## src/rtl/imm_encoder_pkg.sv

```systemverilog
// Shared definitions for RISC-V immediate formats: type encodings, field masks
// and helpers used by the packer (and by the datapath's decode unit).
package imm_encoder_pkg;

    localparam int IMM_W = 32;

    typedef enum logic [2:0] {
        IMM_I = 3'b000,
        IMM_S = 3'b001,
        IMM_B = 3'b010,
        IMM_J = 3'b011,
        IMM_U = 3'b100
    } imm_type_e;

    // Instruction bits owned by each format's immediate field
    localparam logic [IMM_W-1:0] MASK_I    = 32'hFFF0_0000;
    localparam logic [IMM_W-1:0] MASK_S    = 32'hFE00_0F80;
    localparam logic [IMM_W-1:0] MASK_B    = 32'hFE00_0F80;
    localparam logic [IMM_W-1:0] MASK_J    = 32'hFFFF_F000;
    localparam logic [IMM_W-1:0] MASK_U    = 32'hFFFF_F000;
    localparam logic [IMM_W-1:0] MASK_NONE = 32'h0000_0000;

    function automatic logic type_valid(input logic [2:0] sel);
        return (sel <= 3'(IMM_U));
    endfunction

    function automatic logic [IMM_W-1:0] type_mask(input logic [2:0] sel);
        logic [IMM_W-1:0] m;
        case (sel)
            3'(IMM_I): m = MASK_I;
            3'(IMM_S): m = MASK_S;
            3'(IMM_B): m = MASK_B;
            3'(IMM_J): m = MASK_J;
            3'(IMM_U): m = MASK_U;
            default:   m = MASK_NONE;
        endcase
        return m;
    endfunction

    // Inverse of the packer; kept here so the decode unit shares one definition
    function automatic logic [IMM_W-1:0] imm_decode(input logic [2:0] sel,
                                                    input logic [IMM_W-1:0] inst);
        logic [IMM_W-1:0] v;
        case (sel)
            3'(IMM_I): v = {{20{inst[31]}}, inst[31:20]};
            3'(IMM_S): v = {{20{inst[31]}}, inst[31:25], inst[11:7]};
            3'(IMM_B): v = {{19{inst[31]}}, inst[31], inst[7], inst[30:25],
                            inst[11:8], 1'b0};
            3'(IMM_J): v = {{11{inst[31]}}, inst[31], inst[19:12], inst[20],
                            inst[30:21], 1'b0};
            3'(IMM_U): v = {inst[31:12], 12'h000};
            default:   v = '0;
        endcase
        return v;
    endfunction

endpackage

```

## src/rtl/imm_if.sv

```systemverilog
// Stream bundle of the immediate encoder: input transfer, output word and
// error statistics. master drives the input side, slave is the encoder.
interface imm_if #(
    parameter int DW = 32,
    parameter int AW = 10
);
    logic          in_valid;
    logic          in_ready;
    logic [2:0]    in_type;
    logic [DW-1:0] in_base;
    logic [DW-1:0] in_imm;

    logic          out_valid;
    logic          out_ready;
    logic [DW-1:0] out_inst;
    logic [AW-1:0] out_addr;
    logic          out_err;
    logic [7:0]    err_cnt;

    modport master (
        output in_valid, in_type, in_base, in_imm, out_ready,
        input  in_ready, out_valid, out_inst, out_addr, out_err, err_cnt
    );

    modport slave (
        input  in_valid, in_type, in_base, in_imm, out_ready,
        output in_ready, out_valid, out_inst, out_addr, out_err, err_cnt
    );
endinterface

```

## src/rtl/imm_encoder_pack.sv

```systemverilog
// Combinational immediate packer: scatters the immediate into the selected
// format's bit positions over the base word and flags unrepresentable values.
module imm_pack
    import imm_encoder_pkg::*;
(
    input  logic [2:0]       type_sel,
    input  logic [IMM_W-1:0] imm,
    input  logic [IMM_W-1:0] base,
    output logic [IMM_W-1:0] inst,
    output logic             err
);

    logic [IMM_W-1:0] mask;
    logic [IMM_W-1:0] field;
    logic             fits_12;
    logic             fits_13;
    logic             fits_21;
    logic             low12_zero;

    // A value fits an N-bit signed field when everything from bit N-1 up is sign copy
    assign fits_12    = (imm[31:11] == {21{imm[31]}});
    assign fits_13    = (imm[31:12] == {20{imm[31]}});
    assign fits_21    = (imm[31:20] == {12{imm[31]}});
    assign low12_zero = (imm[11:0] == 12'h000);

    assign mask = type_mask(type_sel);

    always_comb begin
        field = '0;
        err   = 1'b0;
        case (type_sel)
            3'(IMM_I): begin
                field[31:20] = imm[11:0];
                err          = !fits_12;
            end
            3'(IMM_S): begin
                field[31:25] = imm[11:5];
                field[11:7]  = imm[4:0];
                err          = !fits_12;
            end
            3'(IMM_B): begin
                field[31]    = imm[12];
                field[30:25] = imm[10:5];
                field[11:8]  = imm[4:1];
                field[7]     = imm[11];
                err          = !fits_13 || imm[0];
            end
            3'(IMM_J): begin
                field[31]    = imm[20];
                field[30:21] = imm[10:1];
                field[20]    = imm[11];
                field[19:12] = imm[19:12];
                err          = !fits_21 || imm[0];
            end
            3'(IMM_U): begin
                field[31:12] = imm[31:12];
                err          = !low12_zero;
            end
            default: begin
                field = '0;
                err   = 1'b1;
            end
        endcase
    end

    // Invalid types have an empty mask, so the base passes through untouched
    assign inst = (base & ~mask) | (field & mask);

endmodule

```

## src/rtl/imm_encoder.sv

```systemverilog
// Immediate encoder top: one registered output stage behind valid/ready,
// sequential word-address counter and saturating error counter.
module imm_encoder
    import imm_encoder_pkg::*;
#(
    parameter int DW = 32,
    parameter int AW = 10
) (
    input logic clk,
    input logic rst,
    imm_if.slave bus
);

    logic [DW-1:0] pack_inst;
    logic          pack_err;

    logic          valid_reg, valid_next;
    logic [DW-1:0] inst_reg,  inst_next;
    logic          err_reg,   err_next;
    logic [AW-1:0] addr_reg,  addr_next;
    logic [7:0]    err_cnt_reg, err_cnt_next;

    logic ready;
    logic accept;
    logic handshake;

    imm_pack u_pack (
        .type_sel (bus.in_type),
        .imm      (bus.in_imm),
        .base     (bus.in_base),
        .inst     (pack_inst),
        .err      (pack_err)
    );

    assign ready     = !valid_reg || bus.out_ready;
    assign accept    = bus.in_valid && ready;
    assign handshake = valid_reg && bus.out_ready;

    always_comb begin
        valid_next   = valid_reg;
        inst_next    = inst_reg;
        err_next     = err_reg;
        addr_next    = addr_reg;
        err_cnt_next = err_cnt_reg;

        if (accept) begin
            valid_next = 1'b1;
            inst_next  = pack_inst;
            err_next   = pack_err;
        end else if (handshake) begin
            valid_next = 1'b0;
        end

        // Address advances on delivery, so a word loaded in the same edge gets the next one
        if (handshake) begin
            addr_next = addr_reg + 1'b1;
            if (err_reg && (err_cnt_reg != 8'hFF)) begin
                err_cnt_next = err_cnt_reg + 8'd1;
            end
        end
    end

    always_ff @(posedge clk or posedge rst) begin
        if (rst) begin
            valid_reg   <= 1'b0;
            inst_reg    <= '0;
            err_reg     <= 1'b0;
            addr_reg    <= '0;
            err_cnt_reg <= 8'h00;
        end else begin
            valid_reg   <= valid_next;
            inst_reg    <= inst_next;
            err_reg     <= err_next;
            addr_reg    <= addr_next;
            err_cnt_reg <= err_cnt_next;
        end
    end

    assign bus.in_ready  = ready;
    assign bus.out_valid = valid_reg;
    assign bus.out_inst  = inst_reg;
    assign bus.out_err   = err_reg;
    assign bus.out_addr  = addr_reg;
    assign bus.err_cnt   = err_cnt_reg;

endmodule

```

## src/flat_wrapper.sv

```systemverilog
// flat-port wrapper written by rule: the top's interface ports become plain ports
module imm_encoder_flat import imm_encoder_pkg::*;
#(
    parameter int DW = 32,
    parameter int AW = 10
)
  (clk, rst, bus_in_valid, bus_in_type, bus_in_base, bus_in_imm, bus_out_ready, bus_in_ready, bus_out_valid, bus_out_inst, bus_out_addr, bus_out_err, bus_err_cnt);
  imm_if #(.DW(DW), .AW(AW)) bus_i ();
  input logic clk;
  input logic rst;
  input wire logic [$bits(bus_i.in_valid)-1:0] bus_in_valid;
  input wire logic [$bits(bus_i.in_type)-1:0] bus_in_type;
  input wire logic [$bits(bus_i.in_base)-1:0] bus_in_base;
  input wire logic [$bits(bus_i.in_imm)-1:0] bus_in_imm;
  input wire logic [$bits(bus_i.out_ready)-1:0] bus_out_ready;
  output wire logic [$bits(bus_i.in_ready)-1:0] bus_in_ready;
  output wire logic [$bits(bus_i.out_valid)-1:0] bus_out_valid;
  output wire logic [$bits(bus_i.out_inst)-1:0] bus_out_inst;
  output wire logic [$bits(bus_i.out_addr)-1:0] bus_out_addr;
  output wire logic [$bits(bus_i.out_err)-1:0] bus_out_err;
  output wire logic [$bits(bus_i.err_cnt)-1:0] bus_err_cnt;
  assign bus_i.in_valid = bus_in_valid;
  assign bus_i.in_type = bus_in_type;
  assign bus_i.in_base = bus_in_base;
  assign bus_i.in_imm = bus_in_imm;
  assign bus_i.out_ready = bus_out_ready;
  assign bus_in_ready = bus_i.in_ready;
  assign bus_out_valid = bus_i.out_valid;
  assign bus_out_inst = bus_i.out_inst;
  assign bus_out_addr = bus_i.out_addr;
  assign bus_out_err = bus_i.out_err;
  assign bus_err_cnt = bus_i.err_cnt;
  imm_encoder #(.DW(DW), .AW(AW)) u_core (.clk(clk), .rst(rst), .bus(bus_i));
endmodule
```

## config.mk

```make
export PLATFORM = sky130hd
export DESIGN_NAME = imm_encoder_flat
export DESIGN_NICKNAME = d
export VERILOG_FILES = /design/src/rtl/imm_encoder_pkg.sv /design/src/rtl/imm_if.sv /design/src/rtl/imm_encoder_pack.sv /design/src/rtl/imm_encoder.sv /design/src/flat_wrapper.sv
export SDC_FILE = /design/constraint.sdc
export NUM_CORES = 1
export LEC_CHECK = 0
export BUFFER_PORTS_ARGS = -buffer_cell sky130_fd_sc_hd__buf_2
export CAP_MARGIN = 20
export CORE_MARGIN = 3
export CORE_UTILIZATION = 40
export DETAILED_ROUTE_END_ITERATION = 16
export PLACE_DENSITY = 0.73
export SYNTH_ARGS = -nofsm -noshare
export SYNTH_HDL_FRONTEND = slang
export SYNTH_SLANG_ARGS = --single-unit
```

## constraint.sdc

```tcl
create_clock -name clk -period 1.8 [get_ports clk]
set_input_delay 0.54 -clock clk [delete_from_list [all_inputs] [get_ports clk]]
set_output_delay 0.54 -clock clk [all_outputs]
set_load 0.05 [all_outputs]
```

==> impl_metrics.py <==
metrics = {
    "cts": {
        "clock_sinks": 52,
        "htree_levels": 2,
        "clock_path_buffers": 2,
        "clk_latency_ns": 0.30,
        "numCtsBuffers": 5,
        "cts-root-buf": "clkbuf_8",
        "clk_pin_slew_ns": 0.10,
        "cts_tree": "built",
        "post-cts-setup-buffer-count": 0,
    },
    "logic_synthesis": {
        "synth_top_family_by_area": "compound AO/OA/AOI/OAI gates",
        "synth-xor-area-share_pct": 5.34,
        "ys_warn_count": 0,
        "synth_nets": 368,
        "synth_edf_count": 0,
        "async_flop_share_pct": 100,
        "synthFlopType": "dfrtp_1",
        "yosys-top-cells-count": "dfrtp_1 (52), nand2_1 (46), o21ai_0 (34)",
        "yosys.area.top_type": "dfrtp_1",
        "syn_avg_cell_area_um2": 9.45,
        "synth_top_area_share_pct": 46.7,
        "synth_seq_area_share_pct": 46.7,
        "synthSimpleGateAreaFrac_pct": 17.1,
        "synthTopCellsByArea": "dfrtp_1 (47%), nand2_1 (6.2%), o21ai_0 (6.1%)",
        "synth_adder_area_share_pct": 0.898,
        "netlist_area_um2": 2790,
        "synth_cells": 295,
        "synth_most_common_cell": "dfrtp_1",
        "synth.distinct_cells": 41,
        "ys_ff_latch": 52,
        "synth_mux_area_share_pct": 9.78,
        "synth_compound_area_share_pct": 17.3,
    },
    "timing": {
        "maxSlewHeadroom_pct": 70.3,
        "worstMarginPinSlew_ns": 0.441,
        "hold_ws_ns": 0.260,
        "period_minus_slack_ns": 1.66,
        "rsz0062_at_grt": "false",
        "setup-tns-final_ns": 0,
        "worst_slack_ns": 0.136,
        "clock.fmax_mhz": 601,
        "hold_violations": 0,
        "final.period_utilization_pct": 92.5,
        "setup_violations": 0,
        "slew_viol_final": 0,
        "finClkSkew_ns": 0.00886,
    },
    "floorplan": {
        "initial_core_util_pct": 42.4,
        "die_y_um": 89.5,
        "die-area_um2": 8010,
        "core-area_um2": 6570,
        "ios": 124,
        "die_x_um": 89.5,
        "core.rowCount": 29,
    },
    "critical_path": {
        "r2r_end": "u_core.bus.err_cnt[7]",
        "r2r_setup_slack_ns": 0.22,
        "cp-startpoint": "u_core.bus.out_valid",
        "path_class": "flop to primary output",
        "endpoint": "bus_in_ready",
        "cp_max_fo": 4,
        "path_cells": "nand2b_2, buf_2",
        "slowest_delay_ns": 0.43,
        "critPathArrivalTime_ns": 1.12,
        "r2r-start": "u_core.bus.err_cnt[0]",
        "startpoint_type": "flop",
        "reg2regPathDepth": 6,
        "endpoint_kind": "primary output",
        "cp_slowest_cell": "dfrtp_1",
        "cp.required_ns": 1.26,
    },
    "cells_and_area": {
        "nNetsFinal": 506,
        "area_delta_synth_final_pct": 36.2,
        "multi_input_area_um2": 1420,
        "largest_register_ff_count": 32,
        "fillers": 620,
        "diodes": 0,
        "ff_latch_area_um2": 1300,
        "final_layout_size_suffix_gt1_share_pct": 39.9,
    },
    "place": {
        "gp_congestion": 0.916,
        "pre_cts_ws_ns": -0.183,
        "hpwlAfterDp_um": 5850,
        "port_buffers": 123,
    },
    "routing": {
        "wl_um": 7510,
        "antenna_left": 0,
        "dr.pass1.iters": 4,
        "post-route-drc-count": 0,
        "num_vias": 2693,
        "wire_per_inst_um": 14.3,
        "vias_per_cell": 5.11,
        "drtIter0Drc": 113,
    },
    "grt": {
        "grt_pass1_wl_um": 11800,
        "grt_max_degree": 53,
        "grtUsageTotal_pct": 18.5,
        "grt_pass1_vias": 2549,
        "gr-total-overflow": 0,
        "antenna_found_initial": 0,
    },
    "power_and_ir_drop": {
        "power_density_nw_per_um2": 1120,
        "p_seq_share_pct": 38.3,
        "share_comb_of_total_power_pct": 41.8,
        "vdd_ir_drop_max_mv": 0.380,
        "leakagePower_nw": 1.90,
        "clockPowerShare_pct": 19.9,
        "power.switching_mw": 1.89,
        "internal_power_mw": 2.37,
        "switching_share_pct": 44.3,
    },
    "run": {
        "cap_violations": 0,
    },
    "worst_hold_path": {
        "hp-class": "input port to async pin",
    },
    "run_status": {
        "status": "finished clean",
    },
}
## cells by family after synthesis
family	after synthesis
simple gates	103
compound gates	77
xor+xnor	17
buf+inv	18
mux	26
fa+ha+maj	2
flops	52
## power groups by stage
| stage | clock [mW] | sequential (mW) | combinational (mW) |
|---|---|---|---|
| 2_1_floorplan | 0 | 2.45 | 0.445 |
| 3_3_place_gp | 0 | 1.62 | 1.76 |
| 3_5_place_dp | 0 | 1.65 | 1.79 |
| 4_1_cts | 0.867 | 1.62 | 1.79 |
| 5_1_grt | 0.912 | 1.66 | 1.92 |
| 6_report | 0.846 | 1.63 | 1.78 |
## per-stage QoR
| stage | utilization, % | total power, mW | area, um2 | instances |
|---|---|---|---|---|
| 2_1_floorplan | - | 2.90 | 2790 | 295 |
| 3_3_place_gp | 55.9 | 3.39 | 3670 | 519 |
| 3_5_place_dp | 55.9 | 3.44 | 3670 | 519 |
| 4_1_cts | 57.7 | 4.28 | 3790 | 527 |
| 5_1_grt | 57.8 | 4.49 | 3800 | 527 |
| 6_report | 57.8 | 4.25 | 3800 | 527 |
## metal layers
layer / vias up / track usage (%) / part of all wire, %
li1: 1323 / - / -
met3: 6 / 3.50 / 7.6
met2: 131 / 32.4 / 47
met5: - / 0 / 0
met1: 1233 / 24.1 / 45
met4: 0 / 3.11 / 0.64
## final cells by class
class | instances | area share (%)
Clock buffer | 6 | 2.17
Clock inverter | 2 | 1.02
Inverter | 2 | 0.198
Multi-Input combinational cell | 225 | 37.3
Sequential cell | 52 | 34.3
Tap cell | 93 | 3.06
Timing Repair Buffer | 147 | 21.9
## worst min path at each step
stage / endpoint / slack [ns]
after floorplan: u_core.bus.out_valid / 0.65
after global placement: u_core.bus.out_addr[9] / 0.46
after detailed placement: u_core.bus.out_inst[23] / 0.46
after CTS: u_core.bus.out_inst[7] / 0.28
after global routing: u_core.bus.out_inst[28] / 0.28
final: u_core.bus.out_inst[29] / 0.26
## layout by cell type, fill, tap and decap left out, types with 10 or more instances in the layout
cell     netlist  final
a21oi_1       14     14
mux2_2        10     10
xnor2_1       13     13
dfrtp_1       52     52
nand2_1       46     45
nor2_1        20     20
buf_4          0     21
o21ai_0       34     34
buf_2          5    123
mux2i_1       16     16
## repair_timing
item,CTS,global route
hold buffers,0,0
endpoints found under the setup margin,0,2
gates resized for setup,0,1
## critical path: cells and delay by family, from the launching register on
family        cells  cell delay, ns
simple gates      1            0.12
buf+inv           1            0.27
flops             1            0.43
No activity file was read; power rests on OpenSTA's default activity.
